[config.mk]
export PLATFORM = sky130hd
export DESIGN_NAME = mfcc_var_acc
export DESIGN_NICKNAME = d
export VERILOG_FILES = /design/src/rtl/mfcc_var_acc.sv
export SDC_FILE = /design/constraint.sdc
export NUM_CORES = 2
export LEC_CHECK = 0
export ABC_AREA = 0
export BUFFER_PORTS_ARGS = -buffer_cell sky130_fd_sc_hd__buf_2
export CAP_MARGIN = 20
export CORE_MARGIN = 1.5
export CORE_UTILIZATION = 66
export CTS_CLUSTER_SIZE = 30
export DETAILED_ROUTE_END_ITERATION = 8
export GPL_ROUTABILITY_DRIVEN = 0
export GPL_TIMING_DRIVEN = 0
export PLACE_DENSITY = 0.83
export SETUP_SLACK_MARGIN = 0.5
export SYNTH_ARGS = -nofsm -noshare
export SYNTH_HDL_FRONTEND = slang
export SYNTH_SLANG_ARGS = --single-unit
[constraint.sdc]
create_clock -name clk -period 10.32 [get_ports clk]
set_clock_uncertainty 0.1 [all_clocks]
set_input_delay 0.516 -clock clk [delete_from_list [all_inputs] [get_ports clk]]
set_output_delay 0.516 -clock clk [all_outputs]
set_load 0.02 [all_outputs]
[src/rtl/mfcc_var_acc.sv]
// Windowed variance of MFCC coefficients: accumulates 2^LOG2N samples, then computes E[x^2] - E[x]^2 in Q.10.
// Optional macro MIN_VAR_CLAMP_EN floors each result at 1.0 (1024) for the downstream inverse-sqrt stage.
module mfcc_var_acc #(
    parameter int IBIT  = 16,
    parameter int OBIT  = 32,
    parameter int LOG2N = 8
) (
    input  logic            clk,
    input  logic            rst_n,
    input  logic            dv_i,
    input  logic [IBIT-1:0] x_i,
    output logic            ready_o,
    output logic            dv_o,
    output logic [OBIT-1:0] sq_o
);

    localparam int SW   = IBIT + LOG2N;
    localparam int QW   = 2 * IBIT + LOG2N;
    localparam int PW   = 2 * IBIT;
    localparam int FRAC = 10;

    typedef enum logic [2:0] {
        ACC,
        MEAN,
        SQ,
        SUB,
        OUT
    } state_t;

    state_t state_q, state_d;

    logic [LOG2N-1:0] cnt_q, cnt_d;
    logic [SW-1:0]    sum_q, sum_d;
    logic [QW-1:0]    sumSq_q, sumSq_d;
    logic [IBIT-1:0]  mean_q, mean_d;
    logic [PW-1:0]    msqAvg_q, msqAvg_d;
    logic [PW-1:0]    msq_q, msq_d;
    logic [PW-1:0]    diff_q, diff_d;
    logic [OBIT-1:0]  sq_q, sq_d;
    logic             dv_q, dv_d;

    logic             accept;
    logic             lastSample;
    logic signed [PW-1:0] xSq;
    logic signed [PW-1:0] meanProd;
    logic [PW:0]      diffWide;
    logic [PW-1:0]    shifted;

    assign ready_o    = (state_q == ACC);
    assign accept     = dv_i && ready_o;
    assign lastSample = accept && (cnt_q == {LOG2N{1'b1}});

    // Squares are non-negative, so the signed products can be zero-extended into the accumulators.
    assign xSq      = $signed(x_i) * $signed(x_i);
    assign meanProd = $signed(mean_q) * $signed(mean_q);
    assign diffWide = {1'b0, msqAvg_q} - {1'b0, msq_q};

    always_ff @(posedge clk) begin
        if (!rst_n) begin
            state_q <= ACC;
        end else begin
            state_q <= state_d;
        end
    end

    always_comb begin
        state_d = state_q;
        case (state_q)
            ACC:     if (lastSample) state_d = MEAN;
            MEAN:    state_d = SQ;
            SQ:      state_d = SUB;
            SUB:     state_d = OUT;
            OUT:     state_d = ACC;
            default: state_d = ACC;
        endcase
    end

    always_comb begin
        cnt_d    = cnt_q;
        sum_d    = sum_q;
        sumSq_d  = sumSq_q;
        mean_d   = mean_q;
        msqAvg_d = msqAvg_q;
        msq_d    = msq_q;
        diff_d   = diff_q;
        sq_d     = sq_q;
        dv_d     = 1'b0;
        shifted  = diff_q >> FRAC;

        case (state_q)
            ACC: begin
                if (accept) begin
                    cnt_d   = cnt_q + LOG2N'(1);
                    sum_d   = sum_q + {{LOG2N{x_i[IBIT-1]}}, x_i};
                    sumSq_d = sumSq_q + {{LOG2N{1'b0}}, xSq};
                end
            end
            MEAN: begin
                // Dropping the low LOG2N bits of the signed sum is a floor division by N.
                mean_d   = sum_q[SW-1:LOG2N];
                msqAvg_d = sumSq_q[QW-1:LOG2N];
            end
            SQ: begin
                msq_d = meanProd;
            end
            SUB: begin
                // Floor rounding of the mean can make the difference dip slightly below zero.
                if (diffWide[PW]) begin
                    diff_d = '0;
                end else begin
                    diff_d = diffWide[PW-1:0];
                end
            end
            OUT: begin
`ifdef MIN_VAR_CLAMP_EN
                if (shifted < PW'(1024)) begin
                    shifted = PW'(1024);
                end
`else
                shifted = diff_q >> FRAC;
`endif
                sq_d    = OBIT'(shifted);
                dv_d    = 1'b1;
                sum_d   = '0;
                sumSq_d = '0;
            end
            default: begin
                dv_d = 1'b0;
            end
        endcase
    end

    always_ff @(posedge clk) begin
        if (!rst_n) begin
            cnt_q    <= '0;
            sum_q    <= '0;
            sumSq_q  <= '0;
            mean_q   <= '0;
            msqAvg_q <= '0;
            msq_q    <= '0;
            diff_q   <= '0;
            sq_q     <= '0;
            dv_q     <= 1'b0;
        end else begin
            cnt_q    <= cnt_d;
            sum_q    <= sum_d;
            sumSq_q  <= sumSq_d;
            mean_q   <= mean_d;
            msqAvg_q <= msqAvg_d;
            msq_q    <= msq_d;
            diff_q   <= diff_d;
            sq_q     <= sq_d;
            dv_q     <= dv_d;
        end
    end

    assign dv_o = dv_q;
    assign sq_o = sq_q;

endmodule

# Word-level counts from Yosys, hierarchy flattened
# Cells that the tools add are included.
word_totals:
  ff_bits: 210
  in_bits: 19
  output_inout_bits: 34
  word_cells: 37
classes:
  n_addsub: 4
  mul: 2
  n_eq_ne: 7
  muxes: 8
  reduce_logical: 6
ops:
  columns: ["op", "n"]
  rows:
  - ["case mux 40 bit (2 select lines)", 1]
  - ["multiplier 16 x 16 -> 32 bit", 2]
  - ["case mux 24 bit (2 select lines)", 1]
  - ["adder 40 x 32 -> 40 bit", 1]
  - ["two-way mux 40 bit", 1]
  - ["subtractor 32 x 32 -> 33 bit", 1]
  - ["two-way mux 32 bit", 1]
  - ["adder 24 bit", 1]
  - ["two-way mux 24 bit", 1]
  - ["case mux 3 bit (4 select lines)", 1]
  - ["adder 8 x 1 -> 8 bit, second input constant", 1]
  - ["equality test 8 bit, second input constant", 1]
  - ["equality test 3 x 2 -> 1 bit, second input constant", 2]
  - ["inequality test 2 x 1 -> 1 bit, second input constant", 2]
  - ["AND reduction 2 bit", 2]
  - ["equality test 3 x 1 -> 1 bit, second input constant", 1]
  - ["equality test 3 bit, second input constant", 1]
  - ["logical NOT 3 bit", 1]
  - ["two-way mux 3 bit", 1]
  - ["logical AND 1 bit", 2]
  - ["nonzero test 2 bit", 1]
  - ["two-way mux 1 bit", 1]

# Longest topological paths before layout
depth:
  ltp_word: 5
  mapped_depth: 34
  mapped_depth_nobuf: 34

# Least setup slack after synthesis
# Ideal clock, no wire load.
synth_path:
  path_type: "input to register"
  from: "input x_i[5]"
  to: "register sumSq_q[38]"
  setup_ns: 0.122
  arrival_ns: 7.419
  required_time_ns: 10.098
  setup_slack_ns: 2.679
  stages: 30
  n_path_buf: 2
  cell_sequence: "clkbuf_1 -> clkbuf_1 -> nand2_1 -> fa_1 -> fa_1 -> fa_1 -> inv_1 -> fa_1 -> fa_1 -> inv_1 -> fa_1 -> inv_1 -> ha_1 -> a211o_1 -> a211o_1 -> nand4b_1 -> and2_1 -> a2111oi_0 -> nor3_1 -> xnor2_1 -> ha_1 -> nand2_1 -> o21ai_0 -> a21oi_1 -> o21bai_1 -> a31oi_1 -> a311oi_2 -> and3_1 -> xnor2_1 -> nor2_1"
synth_between:
  elab_chain_cells: 4
synth_lines:
  columns: ["element", "line_no", "source"]
  rows:
  - ["start: declaration", "11", "input logic [IBIT-1:0] x_i,"]
  - ["multiplier 16 x 16 -> 32 bit", "54", "assign xSq = $signed(x_i) * $signed(x_i);"]
  - ["adder 40 x 32 -> 40 bit", "95", "sumSq_d = sumSq_q + {{LOG2N{1'b0}}, xSq};"]
  - ["two-way mux 40 bit", "92", "if (accept) begin"]
  - ["case mux 40 bit (2 select lines)", "90", "case (state_q)"]
  - ["end signal: assignment", "147", "sumSq_q <= sumSq_d;"]
  - ["end: declaration", "34", "logic [QW-1:0] sumSq_q, sumSq_d;"]
# No other way between the ends. The select of a mux whose other input is x is not followed.
# A chain may end at the register's enable or synchronous reset.

# Worst setup path after layout
# Ends and elaborated chain as after synthesis.

==> qor.yml <==
status:
  status: "complete, no violations"
sta:
  period_share_pct: 88.6
  slew_viol_final: 0
  finalCriticalPeriod_ns: 9.14
  fin_setup_tns_ns: 0
  rsz0062_at_grt: "no"
  max_freq_ghz: 0.109
  worst_pin_slew_ns: 0.852
  hold_viol: 0
  setup_viol: 0
  slew_headroom_pct: 43.2
placed_design:
  portBuffers: 42
  hpwl_mm: 61.3
yosys:
  yosysWarnings: 0
  synthCells: 3309
  synth-edff-count: 0
  yosys.cell_count.top_type: "inv_1"
  yosysTopAreaCellShare_pct: 33.1
  yosysUniqueCellTypes: 78
  ys_async_sr_fraction_pct: 0
  synth.yosys.seq_area_share_pct: 13.8
  ys_top_cells_by_area: "fa_1, dfxtp_1, ha_1, inv_1, nand2_1"
  synth_ff_type: "dfxtp_1"
  yosys_register_bits: 199
  netlist_top_cells_count: "inv_1, fa_1, nand2_1"
  avgSynthCellArea_um2: 8.73
  syn_area_mm2: 0.0289
  yosys.area.top_type: "fa_1"
worst_setup_path:
  r2r-end: "msq_q[30]$_SDFFE_PN0N_"
  critPathCaptureType: "flop"
  critPathKind: "primary input to flop"
  startpoint_type: "primary input"
  reg2reg_depth: 21
  rr_startpoint: "mean_q[1]$_SDFFE_PN0P_"
  cp.arrival_ns: 9.36
  path_max_fanout: 10
  slowest_delay_ns: 0.57
  cpMostUsedCell: "fa_1"
  cp_slowest_cell: "fa_1"
  critPathRequiredTime_ns: 10.54
  ff2ff_setup_slack_ns: 2.63
clock_network:
  cts_setup_buffers: 0
  path_clk_slew_ns: 0.07
  clock_latency_ns: 0.45
  cts.sinks: 199
  ctsHoldBuffers: 0
  clockRootBuffer: "clkbuf_16"
  clk_path_buf_depth: 2
  cts-htree-levels: 4
  ctsResizeCount: 0
  cts_buffers: 17
  cts_tree: "done"
routing:
  drcViolationCount: 0
  vias: 22900
  wl_met3_mm: 5.38
  vias_per_cell: 5.76
  ant_nets: 0
  drt_iter0_drc: 1587
  wl_met2_mm: 35.2
  drt-pass1-iter-count: 7
  routedLengthMet1_mm: 28.1
  wl_per_cell_um: 18.3
  routed.top_layer: "met5"
  wirelength_mm: 72.6
hold_path:
  hold_path_end: "sq_o[10]$_SDFFE_PN0P_"
  min-delay-path-class: "flop to flop"
  worstHoldPathCells: 2
  holdCritStartpoint: "sq_o[10]$_SDFFE_PN0P_"
final_layout:
  fillers: 3328
  diodes: 0
  syn2layout_area_growth_pct: 5.37
  nets: 4135
  drive_gt1_share_pct: 3.16
global_route:
  grt_max_degree: 19
  grt-ovfl-total: 0
  antenna_found_initial: 1
  grt_pass1_wl_mm: 120
  track_usage_pct: 33.8
  grt_pass1_vias: 24300
die:
  die_x_um: 212
  start_util_pct: 66.9
  die-area_mm2: 0.0450
  die_y_um: 212
  core_mm2: 0.0432
  ios: 53
  num_rows: 76
flow_run:
  maxCapViolations: 0
## logic make-up (layout without fill, tap and decap cells)
group	Yosys count	in the layout	share of synthesized area, %
buffers and inverters	804	877	10.6
multiplexers	5	5	0.182
AND/OR/NAND/NOR	878	878	14.1
XOR/XNOR	156	156	4.73
other	1	10	0.0130
adder cells (fa/ha/maj)	737	737	44.3
flip-flops	199	199	13.8
AO/OA/AOI/OAI	529	529	12.2
## worst max-delay path, delay by kind of cell
| kind | cells | cell delay, ns |
|---|---|---|
| adders and majority gates | 8 | 3.69 |
| AOI/OAI and AO/OA | 9 | 1.92 |
| and+or+nand+nor | 8 | 1.38 |
| buffers and inverters | 6 | 1.34 |
| xor gates and xnor gates | 2 | 0.52 |
## metal layers
layer | vias to the layer above | GRT usage (%)
met1 | 11200 | 41.4
met4 | 2 | 16.5
met2 | 1002 | 58.6
met3 | 257 | 5.01
li1 | 10500 | -
met5 | - | 0
## flip-flops by register name (all words and copies together), names as in the netlist, 8 cells and up
name,count
sumSq_q,40
sum_q,24
msq_q,31
sq_o,22
msqAvg_q,32
mean_q,16
cnt_q,8
diff_q,22
## stage by stage
| step | utilization [%] | std cells | hold slack, ns | setup WS, ns | instance area, um2 |
|---|---|---|---|---|---|
| 2_1_floorplan | - | 3318 | 0.337 | 2.68 | 28900 |
| 3_3_place_gp | 69.2 | 3945 | 0.350 | 1.26 | 29900 |
| 3_5_place_dp | 69.2 | 3945 | 0.354 | 0.942 | 29900 |
| 4_1_cts | 70.5 | 3976 | 0.364 | 1.38 | 30400 |
| 5_1_grt | 70.5 | 3976 | 0.377 | 0.630 | 30400 |
| 6_report | 70.5 | 3976 | 0.360 | 1.18 | 30400 |
## layout make-up
cell class	count	area, um2	share of cell area, %
plain buffers	121	507	1.66
clock buffers	18	439	1.44
clock inverters	13	138	0.452
inverters	683	2560	8.42
multi-input cells	2315	21900	71.8
flip-flops and latches	199	3980	13.1
well taps	585	732	2.40
repair buffers	42	210	0.691
## cell usage in the layout, fill, tap and decap left out, types with 10 or more instances in the layout
| cell type | instances |
|---|---|
| a211oi_1 | 17 |
| a21boi_0 | 90 |
| a21o_1 | 57 |
| a21oi_1 | 109 |
| a22o_1 | 15 |
| a31oi_1 | 18 |
| and2_1 | 126 |
| and3_1 | 17 |
| buf_2 | 42 |
| buf_4 | 10 |
| clkbuf_1 | 105 |
| clkbuf_16 | 17 |
| conb_1 | 10 |
| dfxtp_1 | 199 |
| fa_1 | 478 |
| ha_1 | 259 |
| inv_1 | 681 |
| nand2_1 | 416 |
| nand2b_1 | 19 |
| nand3_1 | 68 |
| nand4_1 | 20 |
| nor2_1 | 125 |
| nor2b_1 | 20 |
| nor3_1 | 24 |
| o21a_1 | 20 |
| o21ai_0 | 100 |
| o21ai_1 | 17 |
| o21bai_1 | 12 |
| o31ai_1 | 12 |
| xnor2_1 | 98 |
| xor2_1 | 58 |
## how the worst max path moves through the flow
stage           start                        to  slack, ns  cells after the start
5_1_grt        x_i[5]  sumSq_q[36]$_SDFFE_PN0P_       0.63                     33
6_report       x_i[5]  sumSq_q[38]$_SDFFE_PN0P_       1.18                     33
4_1_cts        x_i[4]  sumSq_q[38]$_SDFFE_PN0P_       1.38                     29
2_1_floorplan  x_i[5]  sumSq_q[38]$_SDFFE_PN0P_       2.68                     30
3_3_place_gp   x_i[4]  sumSq_q[38]$_SDFFE_PN0P_       1.26                     29
3_5_place_dp   x_i[4]  sumSq_q[38]$_SDFFE_PN0P_       0.94                     29
Power is not shown: default switching activity piles up to over one toggle a cycle in this logic, so the estimate is an artifact.
